<file path="src/rtl/uart_pkg.sv">
// uart_pkg: definitions shared by the UART transmit and receive paths.
//   uart_state_t  - frame state encoding (IDLE, START, DATA, PARITY, STOP)
//   clks_per_bit  - bit period in clocks (truncating division)
//   frame_clks    - clocks per complete frame
// Optional parity is controlled by the AXIS_UART_TX_PARITY_EN macro.
package uart_pkg;

  typedef enum logic [2:0] {
    IDLE   = 3'd0,
    START  = 3'd1,
    DATA   = 3'd2,
    PARITY = 3'd3,
    STOP   = 3'd4
  } uart_state_t;

  localparam int DATA_BITS = 8;

`ifdef AXIS_UART_TX_PARITY_EN
  localparam int PARITY_BITS = 1;
`else
  localparam int PARITY_BITS = 0;
`endif

  function automatic int clks_per_bit(input int clk_freq, input int baud_rate);
    return clk_freq / baud_rate;
  endfunction

  // Frame = start + data + optional parity + stop bits, all one bit period each.
  function automatic int frame_clks(input int cpb, input int stop_bits);
    return (1 + DATA_BITS + PARITY_BITS + stop_bits) * cpb;
  endfunction

endpackage

</file>
<file path="src/rtl/axis_to_uart_tx_if.sv">
// axis_to_uart_tx_if: byte-wide AXI-Stream channel.
//   tdata  - byte
//   tvalid - tdata valid
//   tready - sink can accept
// Modports: master (producer), slave (consumer).
interface axis_to_uart_tx_if;
  logic [7:0] tdata;
  logic       tvalid;
  logic       tready;

  modport master (output tdata, output tvalid, input tready);
  modport slave  (input tdata, input tvalid, output tready);
endinterface

</file>
<file path="src/rtl/uart_baud_gen.sv">
// uart_baud_gen: bit-period counter.
//   clk, reset - clock, synchronous active-high reset
//   restart    - hold the counter at 0
//   tick       - high in the last cycle of each bit period
//   pre_tick   - high in the second-to-last cycle of each bit period
// The counter wraps on tick, so consecutive bits need no explicit restart.
module uart_baud_gen #(
  parameter int CLKS_PER_BIT = 868
) (
  input  logic clk,
  input  logic reset,
  input  logic restart,
  output logic tick,
  output logic pre_tick
);
  localparam int W = $clog2(CLKS_PER_BIT);
  localparam logic [W-1:0] LAST = W'(CLKS_PER_BIT - 1);
  localparam logic [W-1:0] PRE  = W'(CLKS_PER_BIT - 2);

  logic [W-1:0] cnt;

  assign tick     = (cnt == LAST);
  assign pre_tick = (cnt == PRE);

  always_ff @(posedge clk) begin
    if (reset || restart || tick) cnt <= '0;
    else                          cnt <= cnt + W'(1);
  end
endmodule

</file>
<file path="src/rtl/axis_to_uart_tx.sv">
// axis_to_uart_tx: AXI-Stream byte sink -> UART TX frame (8N1/8N2, optional parity).
//   clk, reset - clock, synchronous active-high reset
//   axis_in    - slave stream (tdata, tvalid, tready; tready registered)
//   TX         - serial line, idle high (registered)
//   tx_busy    - frame on the line (registered)
// Optional parity bit: define AXIS_UART_TX_PARITY_EN.
module axis_to_uart_tx
  import uart_pkg::*;
#(
  parameter int CLK_FREQ   = 100000000,
  parameter int BAUD_RATE  = 115200,
  parameter int STOP_BITS  = 1,
  parameter int PARITY_ODD = 0
) (
  input  logic               clk,
  input  logic               reset,
  axis_to_uart_tx_if.slave   axis_in,
  output logic               TX,
  output logic               tx_busy
);
  localparam int CPB = clks_per_bit(CLK_FREQ, BAUD_RATE);

  if (CPB < 2) begin : g_bad_cpb
    $error("axis_to_uart_tx: CLK_FREQ/BAUD_RATE must be at least 2");
  end
  if (STOP_BITS != 1 && STOP_BITS != 2) begin : g_bad_stop
    $error("axis_to_uart_tx: STOP_BITS must be 1 or 2");
  end
  if (PARITY_ODD != 0 && PARITY_ODD != 1) begin : g_bad_par
    $error("axis_to_uart_tx: PARITY_ODD must be 0 or 1");
  end

  uart_state_t state;
  logic [7:0]  shreg;
  logic [2:0]  bit_idx;
  logic        stop_idx;
  logic        tick, pre_tick, restart, accept, last_stop;
`ifdef AXIS_UART_TX_PARITY_EN
  logic        par_bit;
`endif

  // Counter sits at 0 while idle so the start bit gets a full period.
  assign restart   = (state == IDLE);
  assign accept    = axis_in.tvalid && axis_in.tready;
  assign last_stop = (stop_idx == 1'(STOP_BITS - 1));

  uart_baud_gen #(.CLKS_PER_BIT(CPB)) u_baud (
    .clk      (clk),
    .reset    (reset),
    .restart  (restart),
    .tick     (tick),
    .pre_tick (pre_tick)
  );

  always_ff @(posedge clk) begin
    if (reset) begin
      state         <= IDLE;
      TX            <= 1'b1;
      tx_busy       <= 1'b0;
      axis_in.tready <= 1'b0;
      shreg         <= '0;
      bit_idx       <= '0;
      stop_idx      <= 1'b0;
`ifdef AXIS_UART_TX_PARITY_EN
      par_bit       <= 1'b0;
`endif
    end else if (accept) begin
      // tready is only high in IDLE or the final stop cycle, so this one
      // branch covers both the idle start and the gapless back-to-back start.
      state          <= START;
      TX             <= 1'b0;
      tx_busy        <= 1'b1;
      axis_in.tready <= 1'b0;
      shreg          <= axis_in.tdata;
`ifdef AXIS_UART_TX_PARITY_EN
      par_bit        <= (^axis_in.tdata) ^ PARITY_ODD[0];
`endif
    end else begin
      case (state)
        IDLE: axis_in.tready <= 1'b1;
        START: if (tick) begin
          state   <= DATA;
          TX      <= shreg[0];
          bit_idx <= '0;
        end
        DATA: if (tick) begin
          if (bit_idx == 3'd7) begin
`ifdef AXIS_UART_TX_PARITY_EN
            state    <= PARITY;
            TX       <= par_bit;
`else
            state    <= STOP;
            TX       <= 1'b1;
            stop_idx <= 1'b0;
`endif
          end else begin
            shreg   <= shreg >> 1;
            TX      <= shreg[1];
            bit_idx <= bit_idx + 3'd1;
          end
        end
`ifdef AXIS_UART_TX_PARITY_EN
        PARITY: if (tick) begin
          state    <= STOP;
          TX       <= 1'b1;
          stop_idx <= 1'b0;
        end
`endif
        STOP: begin
          // Registered tready: raise it one cycle early so it is high
          // exactly in the last cycle of the final stop bit.
          if (last_stop && pre_tick) axis_in.tready <= 1'b1;
          if (tick) begin
            if (!last_stop) begin
              stop_idx <= 1'b1;
            end else begin
              state   <= IDLE;
              tx_busy <= 1'b0;
            end
          end
        end
        default: state <= IDLE;
      endcase
    end
  end
endmodule

</file>
<file path="src/flat_wrapper.sv">
// flat-port wrapper written by rule: the top's interface ports become plain ports
module axis_to_uart_tx_flat import uart_pkg::*;
#(
  parameter int CLK_FREQ   = 100000000,
  parameter int BAUD_RATE  = 115200,
  parameter int STOP_BITS  = 1,
  parameter int PARITY_ODD = 0
)
  (clk, reset, TX, tx_busy, axis_in_tdata, axis_in_tvalid, axis_in_tready);
  axis_to_uart_tx_if axis_in_i ();
  input  logic clk;
  input  logic reset;
  output logic TX;
  output logic tx_busy;
  input wire logic [$bits(axis_in_i.tdata)-1:0] axis_in_tdata;
  input wire logic [$bits(axis_in_i.tvalid)-1:0] axis_in_tvalid;
  output wire logic [$bits(axis_in_i.tready)-1:0] axis_in_tready;
  assign axis_in_i.tdata = axis_in_tdata;
  assign axis_in_i.tvalid = axis_in_tvalid;
  assign axis_in_tready = axis_in_i.tready;
  axis_to_uart_tx #(.CLK_FREQ(CLK_FREQ), .BAUD_RATE(BAUD_RATE), .STOP_BITS(STOP_BITS), .PARITY_ODD(PARITY_ODD)) u_core (.clk(clk), .reset(reset), .axis_in(axis_in_i), .TX(TX), .tx_busy(tx_busy));
endmodule
</file>
<file path="config.mk">
export PLATFORM = sky130hd
export DESIGN_NAME = axis_to_uart_tx_flat
export DESIGN_NICKNAME = d
export VERILOG_FILES = /design/src/rtl/uart_pkg.sv /design/src/rtl/axis_to_uart_tx_if.sv /design/src/rtl/uart_baud_gen.sv /design/src/rtl/axis_to_uart_tx.sv /design/src/flat_wrapper.sv
export SDC_FILE = /design/constraint.sdc
export NUM_CORES = 1
export LEC_CHECK = 0
export ABC_AREA = 1
export CORE_ASPECT_RATIO = 1.1
export CORE_MARGIN = 3
export CORE_UTILIZATION = 45
export DETAILED_ROUTE_END_ITERATION = 8
export PLACE_DENSITY = 0.65
export SYNTH_ARGS = -nofsm -noshare
export SYNTH_HDL_FRONTEND = slang
export SYNTH_HIERARCHICAL = 1
export SYNTH_SLANG_ARGS = --single-unit
</file>
<file path="constraint.sdc">
create_clock -name clk -period 5.01 [get_ports clk]
set_input_delay 0.7515 -clock clk [delete_from_list [all_inputs] [get_ports clk]]
set_output_delay 0.7515 -clock clk [all_outputs]
set_load 0.005 [all_outputs]
</file>
==> run metrics <==
status=complete, no violations; Pleak=0.626 nW; clk_lat worst skew=320 ps; Tcrit/Tclk final=39.5%; Final #Nets=225; hold path depth=2; Startpoint Class=flop; CP endpoint kind=flop; WL/cell=10.7 µm; Synth Cell Area=1410 µm²; largest fanout on the critical path=14; Rel. slew slack=67.8%; setup violators final=0; Reg2Reg Depth=10; Syn Inst Count=194; vias in the first global route=1104; RSZ-0062 raised after global routing=false; Clock Sinks=27; layout cells sized above 1=13.0%; dpl hpwl=1970 µm; WS Path Type=flop to flop; final worst setup slack=3030 ps; Initial Util=49.1%; die height=64.8 µm; global-route wire length before repair=4600 µm; IO Pins=14; Avg Inst Size Synth=7.28 µm²; pre-CTS setup slack=2840 ps; Mapped Nets=210; register area share after synthesis=38.3%; clk root buf=clkbuf_4; area grow syn2layout=12.5%; DR vias=1198; H-tree level count=1; die area=3850 µm²; Final Max Slew Viols=0; # Max-Cap Violations=0; Clock Path Buffers=2; vias per inst=4.97; initial antenna violation count=0; setup TNS=0 ps; Post-CTS Repair Setup Buffers=0; Routed Antenna Nets=0; IO buf count=13; worst slew pin tran=482 ps; Synth area leader=dfxtp_1; total gr overflow=0; chip width=59.4 µm; # resized after CTS=0; maximum VDD drop=0.136 mV; num rows=20; Synth area leaders=dfxtp_1 (38%), nand2_1 (14%), nor2_1 (8.8%); WL final=2570 µm; CTS tree=yes; Hold Vio Cnt, Final=0; hold_buf cts=0; top-area cell type share of the netlist area=38.3%; PwrDens=230 nW/µm²; worst min path class=flop to flop; Clock transition at path regs=140 ps; worst path required time=5240 ps; Residual DRC=0; GRT Overall Usage=15.1%; drt initial violations=48; Ant. Diodes=0; GP Congestion=0.780; largest net degree at the start of global routing=16; f_max=506 MHz; Yosys reg bits=27; Worst Path Arrival=2210 ps; Setup Skew=7.57 ps; Synth warnings=6; Final Critical Period=1980 ps; TritonRoute pass-1 iters=4; CTS buffer count=3; Core Footprint=2880 µm²; Yosys cell types=27
## registers in the layout, summed over array words and instances (netlist names)
register               count
u_core/shreg               8
u_core/state               3
u_core/bit_idx             3
u_core/u_baud/cnt         10
u_core/tx_busy             1
u_core/axis_in.tready      1
u_core/TX                  1
## metal layers
| metal | vias up | wire length [µm] | part of all wire, % | global-route usage, % |
|---|---|---|---|---|
| met3 | 2 | 67 | 2.6 | 2.39 |
| met4 | 0 | 23 | 0.90 | 5.10 |
| met1 | 545 | 1180 | 46 | 19.1 |
| li1 | 640 | - | - | - |
| met5 | - | 0 | 0 | 0 |
| met2 | 11 | 1290 | 50 | 25.4 |
## metrics by stage
step / instance area, µm² / util [%] / hold slack [ps] / std cells / power, mW
after detailed placement: 1560 / 54.3 / 465 / 237 / 0.279
after global placement: 1560 / 54.3 / 454 / 237 / 0.278
after global routing: 1590 / 55.2 / 523 / 241 / 0.389
final: 1590 / 55.2 / 493 / 241 / 0.365
after floorplan: 1410 / - / 440 / 194 / 0.262
after CTS: 1590 / 55.2 / 496 / 241 / 0.371
## power by group
part           switching (mW)  total (mW)  internal [mW]
logic                  0.0242      0.0464         0.0222
clock network          0.0600      0.0911         0.0311
registers             0.00547       0.228          0.222
total                  0.0897       0.365          0.276
## cells in the mapped netlist
library cell	count
a21oi_1	9
nand3b_1	1
nor2_1	33
dfxtp_1	27
or2_2	1
xor2_1	2
o2111ai_1	1
nand3_2	5
nor2_2	5
or2_1	1
inv_1	13
nor2_4	3
o21bai_4	1
buf_6	1
nand2_2	3
nor3_1	1
clkinv_1	1
nand2_1	51
nand3_1	13
inv_4	1
o21ai_0	4
nand2_4	3
nand4_1	2
inv_2	2
xnor2_1	3
ha_1	5
buf_2	2
## cells in the final DEF, fill, tap and decap left out
master,instances
or2_2,1
o21bai_4,1
ha_1,5
xor2_1,2
inv_2,2
a21oi_1,9
clkbuf_4,3
nand4_1,2
or2_1,1
clkdlybuf4s50_1,13
nand3_2,5
dfxtp_1,27
nor2_4,3
xnor2_1,3
clkbuf_1,1
clkinv_1,1
nand3_1,13
nand2_1,51
inv_1,13
nand2_4,3
nor2_1,33
nand3b_1,1
inv_4,1
o21ai_0,4
nand2_2,3
o2111ai_1,1
nor2_2,5
nor3_1,1
## path summary, 6_finish.rpt
check             slack, ps                  from         endpoint
setup / recovery       3030  u_core/u_baud/cnt[0]  u_core/shreg[2]
hold reg to reg         490       u_core/shreg[7]  u_core/shreg[7]
setup reg to reg       3030  u_core/u_baud/cnt[0]  u_core/shreg[2]
hold / removal          490       u_core/shreg[7]  u_core/shreg[7]
## layout make-up
cell class / instances / area [µm²]
Fill cell: 286 / 1290
Clock buffer: 4 / 26.3
Timing Repair Buffer: 13 / 130
Sequential cell: 27 / 541
Tap cell: 33 / 41.3
Inverter: 17 / 66.3
Multi-Input combinational cell: 147 / 785
## worst max-delay path, cell delays in order (launching register included)
cell and delay [ps]:
dfxtp_1 420, ha_1 240, nand3_2 120, nor2_1 400, inv_2 130, nor2_2 150, nand2_4 80, nand2_4 150
nand3_1 90, nand2_1 80, nor2_1 40
## logic make-up after synthesis
logic type / after synthesis / share of synthesized area (%)
XOR/XNOR: 5 / 3.10
adder cells (fa/ha/maj): 5 / 4.43
buffers and inverters: 20 / 6.20
flip-flops: 27 / 38.3
AO/OA/AOI/OAI: 15 / 6.55
AND/OR/NAND/NOR: 122 / 41.5
(Power assumes the default switching activity.)
